<file path="src/rtl/ExceptStruct.sv">
// rtl/ExceptStruct.sv - exception descriptor handed to the CSR/trap unit
// ExceptPack fields:
//   except : a trap is being reported
//   epc    : PC of the faulting instruction
//   ecause : mcause/scause value
//   etval  : trap value (faulting address or zero)
package ExceptStruct;

    typedef struct packed {
        logic        except;
        logic [63:0] epc;
        logic [63:0] ecause;
        logic [63:0] etval;
    } ExceptPack;

endpackage

</file>
<file path="src/rtl/pf_pkg.sv">
// rtl/pf_pkg.sv - shared types and cause mapping for the page fault collector
// Contents:
//   acc_t        : access type carried with each channel
//   slot_state_t : per-channel pending-slot state
//   pf_slot_t    : latched fault held by a slot
//   acc_to_cause : access type -> exception cause code
package pf_pkg;

    localparam int PF_XLEN = 64;

    localparam logic [PF_XLEN-1:0] INST_PAGE_FAULT  = PF_XLEN'(12);
    localparam logic [PF_XLEN-1:0] LOAD_PAGE_FAULT  = PF_XLEN'(13);
    localparam logic [PF_XLEN-1:0] STORE_PAGE_FAULT = PF_XLEN'(15);

    typedef enum logic [1:0] {
        ACC_NONE  = 2'b00,
        ACC_FETCH = 2'b01,
        ACC_LOAD  = 2'b10,
        ACC_STORE = 2'b11
    } acc_t;

    typedef enum logic {
        S_EMPTY = 1'b0,
        S_PEND  = 1'b1
    } slot_state_t;

    typedef struct packed {
        logic               pend;
        logic [PF_XLEN-1:0] epc;
        logic [PF_XLEN-1:0] ecause;
        logic [PF_XLEN-1:0] etval;
    } pf_slot_t;

    function automatic logic [PF_XLEN-1:0] acc_to_cause(input acc_t acc);
        case (acc)
            ACC_FETCH: return INST_PAGE_FAULT;
            ACC_LOAD:  return LOAD_PAGE_FAULT;
            ACC_STORE: return STORE_PAGE_FAULT;
            default:   return '0;
        endcase
    endfunction

endpackage

</file>
<file path="src/rtl/pf_slot.sv">
// rtl/pf_slot.sv - per-channel capture/clear FSM holding one pending page fault
// Ports:
//   clk, rstn   : clock, async active-low reset
//   valid       : channel carries a real instruction
//   page_fault  : MMU fault on this channel
//   acc         : access type (00 none, 01 fetch, 10 load, 11 store/AMO)
//   flush       : squash of this channel's instruction
//   ack_clr     : trap ack clears this slot (winner or younger than winner)
//   pc, vaddr   : instruction PC and faulting virtual address
//   slot        : registered slot contents
//   capture     : EMPTY->PEND transition happens at the next edge
module pf_slot
    import pf_pkg::*;
#(
    parameter int XLEN      = 64,
    parameter int VA_W      = 39,
    parameter int TVAL_MODE = 1
) (
    input  logic            clk,
    input  logic            rstn,
    input  logic            valid,
    input  logic            page_fault,
    input  logic [1:0]      acc,
    input  logic            flush,
    input  logic            ack_clr,
    input  logic [XLEN-1:0] pc,
    input  logic [VA_W-1:0] vaddr,
    output pf_slot_t        slot,
    output logic            capture
);

    slot_state_t     state;
    logic [XLEN-1:0] tval;

    assign tval = (TVAL_MODE != 0) ? {{(XLEN-VA_W){vaddr[VA_W-1]}}, vaddr} : '0;

    // Flush and ack-squash both veto a capture in the same cycle.
    always_comb begin
        capture = (state == S_EMPTY) && valid && page_fault &&
                  (acc_t'(acc) != ACC_NONE) && !flush && !ack_clr;
    end

    always_ff @(posedge clk or negedge rstn) begin
        if (!rstn) begin
            state <= S_EMPTY;
            slot  <= '0;
        end else begin
            case (state)
                S_EMPTY: begin
                    if (capture) begin
                        state       <= S_PEND;
                        slot.pend   <= 1'b1;
                        slot.epc    <= pc;
                        slot.ecause <= acc_to_cause(acc_t'(acc));
                        slot.etval  <= tval;
                    end
                end
                S_PEND: begin
                    if (flush || ack_clr) begin
                        state <= S_EMPTY;
                        slot  <= '0;
                    end
                end
                default: begin
                    state <= S_EMPTY;
                    slot  <= '0;
                end
            endcase
        end
    end

endmodule

</file>
<file path="src/rtl/page_fault_collector.sv">
// rtl/page_fault_collector.sv - multi-channel page fault collector with oldest-first reporting
// Ports:
//   clk, rstn      : clock, async active-low reset
//   valid_i        : per-channel real instruction
//   pc_i, vaddr_i  : per-channel PC and faulting virtual address (flattened)
//   acc_i          : per-channel access type (flattened, 2 bits each)
//   page_fault_i   : per-channel MMU fault
//   flush_i        : per-channel squash
//   trap_ack_i     : CSR unit has taken the shown trap
//   except_o       : oldest pending fault, all-zero when none
//   stall_o        : any slot pending
//   cnt_*_o        : saturating per-cause capture counters
module page_fault_collector
    import pf_pkg::*;
#(
    parameter int NCH       = 2,
    parameter int XLEN      = 64,
    parameter int VA_W      = 39,
    parameter int TVAL_MODE = 1,
    parameter int CNT_W     = 16
) (
    input  logic                    clk,
    input  logic                    rstn,
    input  logic [NCH-1:0]          valid_i,
    input  logic [NCH*XLEN-1:0]     pc_i,
    input  logic [NCH*VA_W-1:0]     vaddr_i,
    input  logic [NCH*2-1:0]        acc_i,
    input  logic [NCH-1:0]          page_fault_i,
    input  logic [NCH-1:0]          flush_i,
    input  logic                    trap_ack_i,
    output ExceptStruct::ExceptPack except_o,
    output logic                    stall_o,
    output logic [CNT_W-1:0]        cnt_inst_o,
    output logic [CNT_W-1:0]        cnt_load_o,
    output logic [CNT_W-1:0]        cnt_store_o
);

    localparam int WIN_W = (NCH > 1) ? $clog2(NCH) : 1;
    localparam int IW    = $clog2(NCH + 1);

    pf_slot_t         slots [NCH];
    logic [NCH-1:0]   cap;
    logic [NCH-1:0]   ack_clr;
    logic [WIN_W-1:0] win_idx;
    logic             any_pend;
    logic [IW-1:0]    inc_inst, inc_load, inc_store;

    // Ascending scan: the last pending slot seen is the oldest.
    always_comb begin
        any_pend = 1'b0;
        win_idx  = '0;
        for (int i = 0; i < NCH; i++) begin
            if (slots[i].pend) begin
                any_pend = 1'b1;
                win_idx  = WIN_W'(i);
            end
        end
    end

    genvar g;
    generate
        for (g = 0; g < NCH; g++) begin : g_slot
            // Ack retires the winner and squashes every younger channel.
            assign ack_clr[g] = trap_ack_i && any_pend && (WIN_W'(g) <= win_idx);

            pf_slot #(
                .XLEN      (XLEN),
                .VA_W      (VA_W),
                .TVAL_MODE (TVAL_MODE)
            ) u_slot (
                .clk        (clk),
                .rstn       (rstn),
                .valid      (valid_i[g]),
                .page_fault (page_fault_i[g]),
                .acc        (acc_i[2*g +: 2]),
                .flush      (flush_i[g]),
                .ack_clr    (ack_clr[g]),
                .pc         (pc_i[XLEN*g +: XLEN]),
                .vaddr      (vaddr_i[VA_W*g +: VA_W]),
                .slot       (slots[g]),
                .capture    (cap[g])
            );
        end
    endgenerate

    always_comb begin
        except_o = '0;
        if (any_pend) begin
            except_o.except = 1'b1;
            except_o.epc    = slots[win_idx].epc;
            except_o.ecause = slots[win_idx].ecause;
            except_o.etval  = slots[win_idx].etval;
        end
    end

    assign stall_o = any_pend;

    always_comb begin
        inc_inst  = '0;
        inc_load  = '0;
        inc_store = '0;
        for (int i = 0; i < NCH; i++) begin
            if (cap[i]) begin
                case (acc_t'(acc_i[2*i +: 2]))
                    ACC_FETCH: inc_inst  = inc_inst  + IW'(1);
                    ACC_LOAD:  inc_load  = inc_load  + IW'(1);
                    ACC_STORE: inc_store = inc_store + IW'(1);
                    default:   ;
                endcase
            end
        end
    end

    function automatic logic [CNT_W-1:0] sat_add(input logic [CNT_W-1:0] c, input logic [IW-1:0] n);
        logic [CNT_W+IW-1:0] s;
        s = {{IW{1'b0}}, c} + {{CNT_W{1'b0}}, n};
        return (|s[CNT_W+IW-1:CNT_W]) ? {CNT_W{1'b1}} : s[CNT_W-1:0];
    endfunction

    always_ff @(posedge clk or negedge rstn) begin
        if (!rstn) begin
            cnt_inst_o  <= '0;
            cnt_load_o  <= '0;
            cnt_store_o <= '0;
        end else begin
            cnt_inst_o  <= sat_add(cnt_inst_o,  inc_inst);
            cnt_load_o  <= sat_add(cnt_load_o,  inc_load);
            cnt_store_o <= sat_add(cnt_store_o, inc_store);
        end
    end

endmodule

</file>
<file path="config.mk">
export PLATFORM = sky130hd
export DESIGN_NAME = page_fault_collector
export DESIGN_NICKNAME = d
export VERILOG_FILES = /design/src/rtl/ExceptStruct.sv /design/src/rtl/pf_pkg.sv /design/src/rtl/pf_slot.sv /design/src/rtl/page_fault_collector.sv
export SDC_FILE = /design/constraint.sdc
export NUM_CORES = 1
export LEC_CHECK = 0
export BUFFER_PORTS_ARGS = -buffer_cell sky130_fd_sc_hd__clkbuf_2
export CAP_MARGIN = 10
export CORE_MARGIN = 5
export CORE_UTILIZATION = 39
export CTS_BUF_LIST = sky130_fd_sc_hd__clkbuf_4 sky130_fd_sc_hd__clkbuf_8 sky130_fd_sc_hd__clkbuf_16
export DETAILED_ROUTE_END_ITERATION = 6
export PLACE_DENSITY = 0.73
export SLEW_MARGIN = 10
export SYNTH_ARGS = -nofsm -noshare
export SYNTH_HDL_FRONTEND = slang
export SYNTH_SLANG_ARGS = --single-unit
</file>
<file path="constraint.sdc">
create_clock -name clk -period 3.73 [get_ports clk]
set_input_delay 0.373 -clock clk [delete_from_list [all_inputs] [get_ports clk]]
set_output_delay 0.373 -clock clk [all_outputs]
set_load 0.03 [all_outputs]
</file>
==> flow_summary.yaml, run 1 <==
yosys:
  synth_edf_count: 0
  seq_area_frac_synth_pct: 55.7
  ys_ff_latch: 264
  netlist_area_mm2: 0.0119
  avgSynthCellArea_um2: 12.3
  synthCells: 968
  async_flop_share_pct: 100
  ys_warn_count: 0
  synth_cell_types: 46
  yosys_most_used_dff: "dfrtp_1"
placed_design:
  io_buffer_count: 400
  placed_cells: 1678
  hpwl_um: 24700
  gp_congestion: 0.852
grt:
  grt_pass1_vias: 9483
  track_usage_pct: 19.8
  grt_antenna_before_repair: 4
  grt_max_degree: 107
  grt_remaining_overflow: 0
  grt_pass1_wl_um: 54500
power_and_ir_drop:
  power_frac_comb_pct: 34.5
  ir_drop_mv: 0.364
  p_switching_mw: 4.04
  power.internal_mw: 6.77
  power_density_mw_per_mm2: 723
  power_frac_seq_pct: 36.7
  power_leakage_nw: 7.98
  p_sw_share_pct: 37.4
  clkPwrFrac_pct: 28.9
clocking:
  cts_buffer_depth: 3
  cts_made_buffers: 29
  insertion_delay_ps: 540
  cts.sinks: 264
  clock-root-buffer: "clkbuf_16"
  h-tree-depth: 1
  path_clk_slew_ps: 60
  cts_tree: "built"
critical_path:
  cp-start-kind: "flip-flop"
  crit_type: "reg2reg"
  cp.arrival_ps: 3870
  max_stage_delay_ps: 470
  slowest_stage: "dfrtp_4"
  crit_chain: "or2_1 > a2111oi_4 > nand2_1 > nor2_1 > ha_1 > nand2_1 > o31ai_2 > ha_1 > inv_1 > fa_1 > nand2b_2 > nor4_4 > buf_4 > a21boi_0 > a21oi_1"
  crit_path_end_kind: "flip-flop"
  crit_required_ps: 4150
  path_max_fanout: 5
final_layout:
  stdcell_count: 1737
  nets: 1553
  multi_input_area_mm2: 0.00446
  drive_gt1_share_pct: 37.2
  syn2layout_area_growth_pct: 25.9
  ff_latch_area_mm2: 0.00661
  fillCellCount: 2620
min_path:
  worstHoldPathType: "in2reg"
route:
  viasPerCell: 5.36
  drcViolationCount: 0
  drt_iter0_drc: 565
  wl_per_cell_um: 20.6
  routed_wl_um: 35700
  num_vias: 9313
  dr.pass1.iters: 5
  ant_nets: 0
flow_run:
  drv_cap: 0
sta:
  layout_min_cycle_time_ps: 3450
  post-route-period-util_pct: 92.6
  holdWs_ps: 46.4
  drv_slew: 0
  maxSlewHeadroom_pct: 40.5
  fin_skew_ps: 8.81
  fmax_mhz: 290
  tightest_slew_ps: 893
  tns_ps: 0
  hold_viol_final: 0
  finalSetupViolations: 0
  rsz0062_at_grt: "no"
die:
  ios: 461
  dieWidth_um: 184
  placementRows: 63
  start_util_pct: 39.8
  dieArea_mm2: 0.0340
  core-area_mm2: 0.0298
  die_h_um: 184
status:
  status: "complete, no violations"
[power by group through the flow]
| stage | combinational [mW] | clock, mW | sequential [mW] |
|---|---|---|---|
| global route | 3.96 | 3.30 | 4.05 |
| floorplan | 2.67 | 0 | 3.99 |
| global placement | 3.71 | 0 | 3.98 |
| finish | 3.73 | 3.12 | 3.96 |
| CTS | 3.76 | 3.19 | 3.96 |
| detailed placement | 3.75 | 0 | 3.99 |
[worst paths after layout]
path                                             from                    endpoint  slack, ps  cells after the start
setup reg to reg           g_slot[1].u_slot.slot[192]              cnt_load_o[12]        280                     15
setup / recovery           g_slot[1].u_slot.slot[192]              cnt_load_o[12]        280                     15
min in group asynchronous                        rstn  g_slot[1].u_slot.slot[189]        450                      2
hold reg to reg             g_slot[0].u_slot.slot[65]   g_slot[0].u_slot.slot[65]        480                      1
hold / removal                               pc_i[52]  g_slot[0].u_slot.slot[180]         50                      2
max in group asynchronous                        rstn  g_slot[0].u_slot.slot[144]       2300                      3
[metrics by stage]
stage	cell area (um2)	total power, mW	worst slack, ps	util [%]
after floorplan	12100	6.66	29.2	-
after detailed placement	13800	7.74	37.7	46.4
after global routing	14900	11.3	33.7	50.1
after global placement	13800	7.69	208	46.4
final	14900	10.8	277	50.1
after CTS	14900	10.9	10.2	50.0
[Yosys cell counts, drive strengths merged, types with 2 or more instances]
| master | count | area, um2 |
|---|---|---|
| o211ai | 2 | 15.0 |
| and2 | 3 | 18.8 |
| clkbuf | 31 | 116 |
| mux2 | 7 | 78.8 |
| and3 | 8 | 50.1 |
| a21o | 5 | 37.5 |
| ha | 9 | 113 |
| fa | 3 | 60.1 |
| a31oi | 5 | 31.3 |
| nor2 | 18 | 67.6 |
| nand2b | 6 | 37.5 |
| o21a | 3 | 22.5 |
| inv | 16 | 60.1 |
| nor3 | 8 | 45.0 |
| xor2 | 6 | 52.6 |
| a22o | 315 | 2760 |
| xnor2 | 18 | 158 |
| dfrtp | 264 | 6610 |
| nand3 | 11 | 60.1 |
| nand4 | 8 | 56.3 |
| nor3b | 3 | 22.5 |
| buf | 130 | 902 |
| a21oi | 14 | 77.6 |
| o21ai | 7 | 35.0 |
| a41oi | 3 | 26.3 |
| nor2b | 6 | 37.5 |
| nor4 | 4 | 31.3 |
| nor4b | 3 | 32.5 |
| nand2 | 44 | 165 |
[worst max-delay path: cells and delay by family, from the launching register on]
family | cells | cell delay (ps)
simple gates | 6 | 1070
compound gates | 4 | 800
fa+ha+maj | 3 | 740
flops | 1 | 470
buf+inv | 2 | 240
[cells in the final DEF, fill, tap and decap left out, types with 4 or more instances in the layout]
cell type,count
nand2_1,44
ha_1,9
xor2_1,6
and3_1,8
a21o_1,5
clkinv_2,4
clkbuf_8,7
buf_12,4
clkbuf_16,29
nor2_1,18
a22o_1,315
inv_1,16
nand3_1,8
nand2b_1,5
bufinv_16,5
dfrtp_1,263
a31oi_1,5
clkbuf_2,399
nor3_1,7
conb_1,60
o21ai_0,7
nand4_1,7
nor2b_1,5
mux2_2,7
xnor2_1,18
clkbuf_4,6
buf_4,20
a21oi_1,12
[registers in the layout, indices dropped and copies added, names as in the netlist]
name	count
g_slot.u_slot.slot	214
cnt_inst_o	16
cnt_load_o	16
cnt_store_o	16
g_slot.u_slot.state	2
[metal layers]
metal	GRT usage, %	share of wire [%]	up-vias
met4	5.77	3.0	4
met3	5.80	9.8	79
li1	-	-	4202
met1	26.4	40	4585
met2	31.7	47	443
met5	0	0.076	-
[logic make-up after synthesis]
kind of cell | count (synthesis) | synth area share [%]
AND/OR/NAND/NOR | 126 | 5.55
flip-flops | 264 | 55.7
multiplexers | 7 | 0.665
adder cells (fa/ha/maj) | 12 | 1.46
AO/OA/AOI/OAI | 357 | 25.7
buffers and inverters | 177 | 9.09
other | 1 | 0.0316
XOR/XNOR | 24 | 1.77
[final cells by class]
class                           count  area share [%]
Multi-Input combinational cell    586            29.9
Inverter                           16           0.402
Timing Repair Buffer              425            15.1
Clock buffer                       42            5.81
Clock inverter                     12            1.31
Tap cell                          390            3.27
Antenna cell                        2          0.0335
Sequential cell                   264            44.3
[repair_timing]
item	in CTS	in global routing
endpoints found under the hold margin	102	0
setup endpoints to repair	1	30
buffers inserted	0	2
pin swaps	0	2
hold buffers	1	0
gates cloned	0	0
gates resized for setup	1	5
Power figures use the tool's default switching activity.
==> inputs of run 2 (changes only) <==
Settings changed: ABC_AREA set to 1, PLACE_DENSITY 0.73 to 0.69, SYNTH_HIERARCHICAL set to 1.
==> flow_summary.yaml, run 2 <==
status:
  status: "complete, no violations"
placed_design:
  gp_congestion: 0.930
  placed_cell_area_mm2: 0.0179
  hpwl_um: 35800
  io_buffer_count: 460
yosys:
  netlist_area_mm2: 0.0163
  synth_top_family_by_area: "simple AND/OR/NAND/NOR gates"
  synth.area.top_cells: "dfrtp_1 41%, nand3_1 14%, nand2_1 13%, buf_4 8.9%, nor2_1 5.3%"
  avgSynthCellArea_um2: 7.16
  ys_ff_latch: 264
  synth_fa_ha_area_share_pct: 1.06
  synthXorXnorAreaFrac_pct: 0.806
  synth.most_common_cell: "nand2_1"
  seq_area_frac_synth_pct: 40.5
  async_flop_share_pct: 100
  synth_compound_area_share_pct: 6.30
  synth_common_cells: "552 x nand2_1, 461 x nand3_1, 264 x dfrtp_1"
  ys_warn_count: 6
  synth_top_area_share_pct: 40.5
  yosys_most_used_dff: "dfrtp_1"
  synthCells: 2274
  synthMuxAreaShare_pct: 0
  synth_edf_count: 0
  synth_cell_types: 32
  yosysTopAreaCell: "dfrtp_1"
  yosys.area_share.simple_pct: 34.3
critical_path:
  r2r_cells: 20
  crit_type: "reg2out"
  cp.arrival_ps: 3070
  cp-start-kind: "flip-flop"
  crit_path_end_kind: "output port"
  crit_required_ps: 3360
  path_max_fanout: 106
final_layout:
  fillCellCount: 4138
  largest_reg_flops: 214
  layout_commonest_cell: "nand2_1"
  nets: 2823
  stdcell_area_mm2: 0.0190
  drive_gt1_share_pct: 22.1
  syn2layout_area_growth_pct: 16.9
  layout_common_cells: "552 x nand2_1, 461 x nand3_1, 459 x clkbuf_2"
  regMostFlops: "g_slot.u_slot/slot"
clocking:
  insertion_delay_ps: 520
  cts.sinks: 264
  cts_tree: "built"
  path_clk_slew_ps: 60
  cts_made_buffers: 34
  cts_buffer_depth: 3
  h-tree-depth: 2
  clock-root-buffer: "clkbuf_16"
sta:
  rsz0062_at_grt: "no"
  fmax_mhz: 291
  hold_viol_final: 0
  fin_skew_ps: 14.3
  post-route-period-util_pct: 92.3
  drv_slew: 0
  tightest_slew_ps: 1050
  maxSlewHeadroom_pct: 30.3
  finalSetupViolations: 0
  layout_min_cycle_time_ps: 3440
  tns_ps: 0
power_and_ir_drop:
  power.total_mw: 14.0
  ir_drop_mv: 0.350
  power_density_mw_per_mm2: 735
  power_leakage_nw: 11.1
route:
  viasPerCell: 5.07
  drcViolationCount: 0
  wl_per_cell_um: 16.5
  num_vias: 15960
  drt_iter0_drc: 1252
  dr.pass1.iters: 6
  routed_wl_um: 51900
  ant_nets: 0
grt:
  grt_use_met2_pct: 36.0
  grt_pass1_vias: 15377
  grt_max_degree: 110
  grt_pass1_wl_um: 82900
  track_usage_pct: 21.7
  grt_remaining_overflow: 0
  grt_antenna_before_repair: 4
  met3_usage_pct: 4.11
  grt-busiest-layer: "met2"
  grt_use_met1_pct: 28.5
min_path:
  whs_path_depth: 3
  worstHoldPathType: "in2reg"
die:
  core-area_mm2: 0.0411
  dieArea_mm2: 0.0460
  die_h_um: 214
  start_util_pct: 39.6
  ios: 461
  placementRows: 74
  dieWidth_um: 214
flow_run:
  drv_cap: 0
-- run 2: critical path, stage by stage, from the launching register on --
cell      delay [ps]
dfrtp_4          400
buf_4            720
buf_6            660
nand2_1          140
nand2_1          100
o21ai_0           90
inv_1            100
clkbuf_2         210
-- run 2: logic make-up after synthesis --
kind of cell | count (synthesis)
fa+ha+maj | 12
compound gates | 205
buf+inv | 490
simple gates | 1286
xor+xnor | 15
flops | 264
other cells | 2
-- run 2: layout make-up --
type,count,area [um2],share of cell area (%)
clock buffers,51,1060,5.56
diodes,4,10.0,0.0526
inverters,165,627,3.29
flip-flops and latches,264,6610,34.7
repair buffers,489,2600,13.6
well taps,532,666,3.50
multi-input cells,1638,7380,38.7
clock inverters,7,92.6,0.486
-- run 2: through the flow --
stage	hold slack [ps]	instances	util [%]	setup slack, ps
after global routing	51.5	3150	46.3	88.3
after global placement	476	3087	43.5	581
after detailed placement	482	3087	43.5	528
after CTS	41.2	3146	46.3	243
final	71.1	3150	46.3	288
after floorplan	77.4	2392	-	265
-- run 2: report_power, final --
| group | total, mW | switching, mW | internal, mW | leakage, nW |
|---|---|---|---|---|
| combinational | 6.73 | 4.95 | 1.78 | 7.10 |
| sequential | 3.92 | 0.435 | 3.48 | 3.46 |
| clock | 3.35 | 1.25 | 2.09 | 0.579 |
| total | 14.0 | 6.63 | 7.36 | 11.1 |
-- run 2: worst paths after layout --
path | startpoint | end | slack (ps)
min | pc_i[103] | g_slot[1].u_slot/slot[167] | 70
min in group asynchronous | rstn | g_slot[1].u_slot/slot[9] | 510
max reg2reg | g_slot[1].u_slot/slot[192] | cnt_load_o[11] | 490
min reg2reg | g_slot[1].u_slot/slot[147] | g_slot[1].u_slot/slot[147] | 490
max | g_slot[0].u_slot/slot[192] | except_o[131] | 290
max in group asynchronous | rstn | g_slot[1].u_slot/slot[185] | 2180
-- run 2: per-layer routing --
| metal | part of all wire [%] | up-vias | routed length [um] |
|---|---|---|---|
| met1 | 42 | 7567 | 21900 |
| li1 | - | 7626 | - |
| met4 | 3.1 | 0 | 1590 |
| met5 | 0 | - | 0 |
| met2 | 48 | 666 | 24700 |
| met3 | 7.1 | 101 | 3690 |
-- run 2: repair_timing --
item / CTS / global route
buffers inserted: 0 / 0
endpoints found under the setup margin: 3 / 0
hold buffers: 1 / 0
endpoints found under the hold margin: 105 / 0
resized for setup: 1 / 0
